$ cat src/rtl/collision_pkg.sv
`default_nettype none
// ============================================================================
// Module      : collision_pkg
// Description : Shared side indices, limits and the lowest-index priority
//               encoder used to build the per-side first-hit report.
// Revision    : 1.0 - initial release
// ============================================================================
package collision_pkg;

  // Side indices into the probe vector and the report fields.
  localparam int SIDE_L    = 0;
  localparam int SIDE_R    = 1;
  localparam int SIDE_T    = 2;
  localparam int SIDE_B    = 3;
  localparam int NUM_SIDES = 4;

  // Widest object vector the encoder accepts; narrower vectors are zero-extended.
  localparam int MAX_OBJ = 16;

  typedef logic [3:0] obj_idx_t;

  // Lowest set bit wins; an all-zero vector encodes as 0.
  function automatic obj_idx_t prio_enc(input logic [MAX_OBJ-1:0] vec);
    obj_idx_t idx;
    idx = '0;
    for (int i = MAX_OBJ - 1; i >= 0; i--) begin
      if (vec[i]) idx = i[3:0];
    end
    return idx;
  endfunction

endpackage
`default_nettype wire

$ cat src/rtl/edge_probe.sv
`default_nettype none
// ============================================================================
// Module      : edge_probe
// Description : Registered match of the scan position against one probe
//               point. Both operands arrive widened by one bit so a probe
//               beyond the counter range can never alias onto a real pixel.
//   clk       : pixel clock
//   rst       : synchronous active-low reset
//   i_h_cnt   : zero-extended pixel column
//   i_v_cnt   : zero-extended pixel line
//   i_probe_x : probe column (may exceed counter range)
//   i_probe_y : probe line   (may exceed counter range)
//   o_active  : probe matched on the previous cycle
// Revision    : 1.0 - initial release
// ============================================================================
module edge_probe #(
  parameter int W = 11
) (
  input  logic         clk,
  input  logic         rst,
  input  logic [W-1:0] i_h_cnt,
  input  logic [W-1:0] i_v_cnt,
  input  logic [W-1:0] i_probe_x,
  input  logic [W-1:0] i_probe_y,
  output logic         o_active
);

  logic active_d;
  logic active_q;

  always_comb begin
    active_d = (i_h_cnt == i_probe_x) && (i_v_cnt == i_probe_y);
  end

  always_ff @(posedge clk) begin
    if (!rst) active_q <= 1'b0;
    else      active_q <= active_d;
  end

  assign o_active = active_q;

endmodule
`default_nettype wire

$ cat src/rtl/collision_probe_unit.sv
`default_nettype none
// ============================================================================
// Module      : collision_probe_unit
// Description : Frame-synchronous ball collision detector. Four edge probes
//               sample object presence during scan-out; hits are accumulated
//               per side and object over a frame and published as a report
//               with a valid/ack handshake at the sync pixel.
//   clk       : pixel clock          rst     : sync active-low reset
//   enable    : accumulate hits      h_cnt   : pixel column
//   v_cnt     : pixel line           obj_hit : per-object presence
//   ball_x/y  : ball top-left        col_ack : consumer accepts report
//   col_valid : report pending       col_side: per-side hit (L,R,T,B)
//   col_obj   : [side*NUM_OBJ+obj]   col_first: per-side lowest object index
//   overrun   : sticky, a report was overwritten unacknowledged
// Revision    : 1.0 - initial release
// ============================================================================
module collision_probe_unit
  import collision_pkg::*;
#(
  parameter int NUM_OBJ   = 3,
  parameter int BALL_SIZE = 16,
  parameter int CNT_W     = 10,
  parameter int SYNC_LINE = 500
) (
  input  logic                   clk,
  input  logic                   rst,
  input  logic                   enable,
  input  logic [CNT_W-1:0]       h_cnt,
  input  logic [CNT_W-1:0]       v_cnt,
  input  logic [NUM_OBJ-1:0]     obj_hit,
  input  logic [CNT_W-1:0]       ball_x,
  input  logic [CNT_W-1:0]       ball_y,
  input  logic                   col_ack,
  output logic                   col_valid,
  output logic [3:0]             col_side,
  output logic [4*NUM_OBJ-1:0]   col_obj,
  output logic [15:0]            col_first,
  output logic                   overrun
);

  localparam int c_pw   = CNT_W + 1;
  localparam int c_ow   = NUM_SIDES * NUM_OBJ;
  localparam int c_half = BALL_SIZE / 2;

  logic [c_pw-1:0]      w_probe_x [NUM_SIDES];
  logic [c_pw-1:0]      w_probe_y [NUM_SIDES];
  logic [NUM_SIDES-1:0] probe_act_q;

  // Object presence and enable delayed to line up with the registered probe flags.
  logic [NUM_OBJ-1:0]   hit_d, hit_q;
  logic                 en_d, en_q;

  logic [c_ow-1:0]      work_d, work_q;
  logic [c_ow-1:0]      w_frame;
  logic [3:0]           w_side;
  logic                 w_pub;

  logic                 col_valid_d, col_valid_q;
  logic [3:0]           col_side_d, col_side_q;
  logic [c_ow-1:0]      col_obj_d, col_obj_q;
  logic [15:0]          col_first_d, col_first_q;
  logic                 overrun_d, overrun_q;

  // Probe coordinates in one extra bit so the right/bottom probes never wrap.
  always_comb begin
    w_probe_x[SIDE_L] = {1'b0, ball_x};
    w_probe_y[SIDE_L] = {1'b0, ball_y} + c_pw'(c_half);
    w_probe_x[SIDE_R] = {1'b0, ball_x} + c_pw'(BALL_SIZE);
    w_probe_y[SIDE_R] = {1'b0, ball_y} + c_pw'(c_half);
    w_probe_x[SIDE_T] = {1'b0, ball_x} + c_pw'(c_half);
    w_probe_y[SIDE_T] = {1'b0, ball_y};
    w_probe_x[SIDE_B] = {1'b0, ball_x} + c_pw'(c_half);
    w_probe_y[SIDE_B] = {1'b0, ball_y} + c_pw'(BALL_SIZE);
  end

  for (genvar gs = 0; gs < NUM_SIDES; gs++) begin : g_probe
    edge_probe #(.W(c_pw)) u_probe (
      .clk      (clk),
      .rst      (rst),
      .i_h_cnt  ({1'b0, h_cnt}),
      .i_v_cnt  ({1'b0, v_cnt}),
      .i_probe_x(w_probe_x[gs]),
      .i_probe_y(w_probe_y[gs]),
      .o_active (probe_act_q[gs])
    );
  end

  // Frame hits so far, including the pixel sampled on the previous cycle.
  always_comb begin
    w_frame = work_q;
    for (int s = 0; s < NUM_SIDES; s++) begin
      if (en_q && probe_act_q[s])
        w_frame[s*NUM_OBJ +: NUM_OBJ] = work_q[s*NUM_OBJ +: NUM_OBJ] | hit_q;
    end
    w_side = '0;
    for (int s = 0; s < NUM_SIDES; s++) begin
      w_side[s] = |w_frame[s*NUM_OBJ +: NUM_OBJ];
    end
  end

  assign w_pub = (v_cnt == CNT_W'(SYNC_LINE)) && (h_cnt == '0);

  always_comb begin
    hit_d       = obj_hit;
    en_d        = enable;
    work_d      = w_frame;
    col_valid_d = col_valid_q;
    col_side_d  = col_side_q;
    col_obj_d   = col_obj_q;
    col_first_d = col_first_q;
    overrun_d   = overrun_q;

    if (w_pub) begin
      // The sync pixel itself is still in the delay stage, so it lands in
      // the cleared accumulator next cycle and counts toward the next frame.
      work_d      = '0;
      col_obj_d   = w_frame;
      col_side_d  = w_side;
      for (int s = 0; s < NUM_SIDES; s++) begin
        col_first_d[s*4 +: 4] = prio_enc(MAX_OBJ'(w_frame[s*NUM_OBJ +: NUM_OBJ]));
      end
      col_valid_d = 1'b1;
      if (col_valid_q && !col_ack) overrun_d = 1'b1;
    end else if (col_ack && col_valid_q) begin
      col_valid_d = 1'b0;
    end
  end

  always_ff @(posedge clk) begin
    if (!rst) begin
      hit_q       <= '0;
      en_q        <= 1'b0;
      work_q      <= '0;
      col_valid_q <= 1'b0;
      col_side_q  <= '0;
      col_obj_q   <= '0;
      col_first_q <= '0;
      overrun_q   <= 1'b0;
    end else begin
      hit_q       <= hit_d;
      en_q        <= en_d;
      work_q      <= work_d;
      col_valid_q <= col_valid_d;
      col_side_q  <= col_side_d;
      col_obj_q   <= col_obj_d;
      col_first_q <= col_first_d;
      overrun_q   <= overrun_d;
    end
  end

  assign col_valid = col_valid_q;
  assign col_side  = col_side_q;
  assign col_obj   = col_obj_q;
  assign col_first = col_first_q;
  assign overrun   = overrun_q;

endmodule
`default_nettype wire

$ cat config.mk
export PLATFORM = sky130hd
export DESIGN_NAME = collision_probe_unit
export DESIGN_NICKNAME = d
export VERILOG_FILES = /design/src/rtl/collision_pkg.sv /design/src/rtl/edge_probe.sv /design/src/rtl/collision_probe_unit.sv
export SDC_FILE = /design/constraint.sdc
export NUM_CORES = 1
export LEC_CHECK = 0
export ABC_AREA = 1
export ABC_CLOCK_PERIOD_IN_PS = 1300
export CORE_MARGIN = 2
export CORE_UTILIZATION = 30
export DETAILED_ROUTE_END_ITERATION = 8
export PLACE_DENSITY = 0.62
export REMOVE_ABC_BUFFERS = 1
export SKIP_LAST_GASP = 1
export SLEW_MARGIN = 20
export SYNTH_ARGS = -nofsm -noshare
export SYNTH_HDL_FRONTEND = slang
export SYNTH_SLANG_ARGS = --single-unit
$ cat constraint.sdc
create_clock -name clk -period 1.3 [get_ports clk]
set_clock_uncertainty 0.05 [all_clocks]
set_input_delay 0.26 -clock clk [delete_from_list [all_inputs] [get_ports clk]]
set_output_delay 0.26 -clock clk [all_outputs]
set_load 0.1 [all_outputs]
==> out/results.tsv <==
metric	value	unit
status	complete, no violations	
clock share of power	32.1	%
Crit. End Element	flop	
type of the worst setup path	in -> reg	
Post-Syn Area	2870	um^2
leak pwr	0.00223	uW
CP Max Fanout	7	
DRT antenna net count	0	
GPL Wtd Cong	0.896	
Crit path arrival time	1.41	ns
H-tree levels	2	
worst hold path class	in -> reg	
Final Total Pwr	3190	uW
full die area	10400	um^2
clock slew seen by the registers of the worst setup and hold paths	0.08	ns
drt drc	0	
CTS buffer count	5	
Setup-failing EPs final	0	
Net Sw Frac	28.0	%
Pint	2300	uW
clock root buffer	clkbuf_8	
Initial Utilization	31.0	%
first-pass GRT wire length	13100	um
total gr overflow	0	
CTS Sinks	46	
Core ar.	9240	um^2
final wirelength	7820	um
launching element type of the critical path	input pin	
register area	921	um^2
largest net degree at the start of global routing	39	
synth unique cells	27	
share of cells above drive strength 1	27.5	%
setup TNS	0	ns
footprint of the multi-input gates	1690	um^2
RSZ-0062 raised after global routing	yes	
initial antenna violation count	0	
gr usage total	15.7	%
I/O Buffers	72	
Skew-Pair Late Insertion Delay	0.30	ns
CTS max path bufs	2	
#FFs+latches synth	46	
Max VDD drop	0.444	mV
chip width	102	um
final cycle utilization of the critical path	94.6	%
Max Transition Viols Final	0	
Syn Inst Count	462	
DRT Pass-1 Iters	4	
Nets	642	
power share of the combinational group	23.6	%
fin util	49.5	%
CTS tree	built	
min Tclk post-route	1.23	ns
mean area per synthesized cell	6.20	um^2
Rows	35	
number of max-cap violations	0	
r2r setup slk	0.13	ns
max frequency	813	MHz
Detail Placement HPWL	6340	um
final std cell area, no fill	4570	um^2
area grow syn2layout	59.5	%
vias in the first global route	3066	
CP Data Required Time	1.48	ns
number of vias per cell	4.39	
WL/cell	10.8	um
Cell Pwr Density	698	nW/um^2
1st-iter DRT viols	116	
sequential share of power	44.4	%
Diodes inserted	0	
chip height	102	um
Final Hold Fails	0	
routed vias	3167	
io pins	81	
Hold WS	0.311	ns
NetSw	896	uW
placed inst area	4300	um^2
Fill cells	944	
sequential-to-total area share from yosys stat	32.1	%
warnings from Yosys	0	
cell families (layout without fill, tap and decap cells):
logic type | count (synthesis) | count (layout) | share of synthesized area (%)
adder cells (fa/ha/maj) | 4 | 4 | 1.75
AO/OA/AOI/OAI | 33 | 33 | 7.03
XOR/XNOR | 9 | 9 | 2.75
AND/OR/NAND/NOR | 267 | 267 | 40.8
flip-flops | 46 | 46 | 32.1
buffers and inverters | 102 | 225 | 15.4
other | 1 | 8 | 0.131
cell type report:
type / count / share of cell area, %
timing repair buffer: 132 / 30.2
sequential: 46 / 20.1
clock buffer: 7 / 1.67
clock inverter: 1 / 0.657
multi-input combinational: 321 / 36.9
inverter: 85 / 6.98
tap: 129 / 3.53
cell usage in the layout, fill, tap and decap left out, drive strengths merged, types with 2 or more instances in the layout:
cell type,synthesis,layout
a21oi,2,2
buf,16,88
clkbuf,1,20
clkdlybuf4s50,0,6
conb,1,8
dfxtp,46,46
dlygate4sd2,0,19
dlymetal6s2s,0,5
ha,4,4
inv,85,85
nand2,132,132
nand3,62,62
nand3b,2,2
nand4,11,11
nor2,54,54
nor3,6,6
o21ai,30,30
xnor2,6,6
xor2,3,3
what timing repair did:
action | CTS | global route
endpoints found under the hold margin | 0 | 0
pin swaps | 28 | 24
endpoints found under the setup margin | 42 | 40
setup buffers | 8 | 1
gates resized for setup | 81 | 45
hold buffers | 0 | 0
power by group through the flow:
stage / Sequential, uW / Clock (uW) / Combinational, uW
global route: 1420 / 1110 / 831
finish: 1420 / 1020 / 754
CTS: 1420 / 1040 / 741
detailed placement: 1450 / 0 / 725
global placement: 1450 / 0 / 715
floorplan: 1450 / 0 / 359
cells in the mapped netlist:
cell type	count	area, um^2
nand3_2	4	40.0
inv_1	85	319
clkbuf_1	1	3.75
nand4_1	11	68.8
a21oi_1	2	10.0
nand3b_1	2	15.0
dfxtp_1	46	921
nand2_2	1	6.26
ha_1	4	50.1
buf_1	2	7.51
o31ai_1	1	7.51
nand2_4	1	11.3
buf_6	3	33.8
nor3_2	1	10.0
nand3_1	58	290
o21ai_0	21	105
xnor2_1	6	52.6
xor2_1	3	26.3
o21ai_2	9	78.8
nor2_2	2	12.5
nor3_1	5	25.0
nor2_1	51	191
conb_1	1	3.75
buf_2	2	10.0
nand2_1	130	488
nor2_4	1	11.3
buf_4	9	67.6
worst max-delay path, cell delays in order:
cell and delay, ns:
dlygate4sd2_1 0.38, inv_1 0.07, nand2_1 0.11, nand2_1 0.10, nand2_1 0.08, nand3_1 0.07, nor2_1 0.10, nand3_1 0.11
nor2_1 0.13
metal layers:
layer / part of all wire, % / vias to the layer above / track usage, %
met4: 1.5 / 0 / 3.74
met2: 50 / 81 / 29.1
met5: 0 / - / 0
met1: 45 / 1401 / 19.0
met3: 3.7 / 13 / 2.35
li1: - / 1672 / -
through the flow:
| step | setup slack (ns) | instances |
|---|---|---|
| 3_3_place_gp | -0.574 | 704 |
| 4_1_cts | 0.000482 | 720 |
| 6_report | 0.0705 | 721 |
| 2_1_floorplan | -0.179 | 452 |
| 3_5_place_dp | -0.621 | 704 |
| 5_1_grt | -0.0189 | 721 |
final timing paths:
| check | from | endpoint | cells past startpoint |
|---|---|---|---|
| worst min register to register | overrun | overrun | 2 |
| worst min-delay path | rst | col_first[0] | 3 |
| worst max register to register | en_q | col_first[0] | 6 |
| worst max-delay path | ball_y[6] | g_probe[3].u_probe.o_active | 9 |
flip-flops by register name, summed over array words and instances, names as in the netlist:
register                  count
col_valid                     1
en_q                          1
overrun                       1
g_probe.u_probe.o_active      4
col_obj                      12
col_side                      4
work_q                       12
hit_q                         3
col_first                     8
No activity file was read; power rests on OpenSTA's default activity.
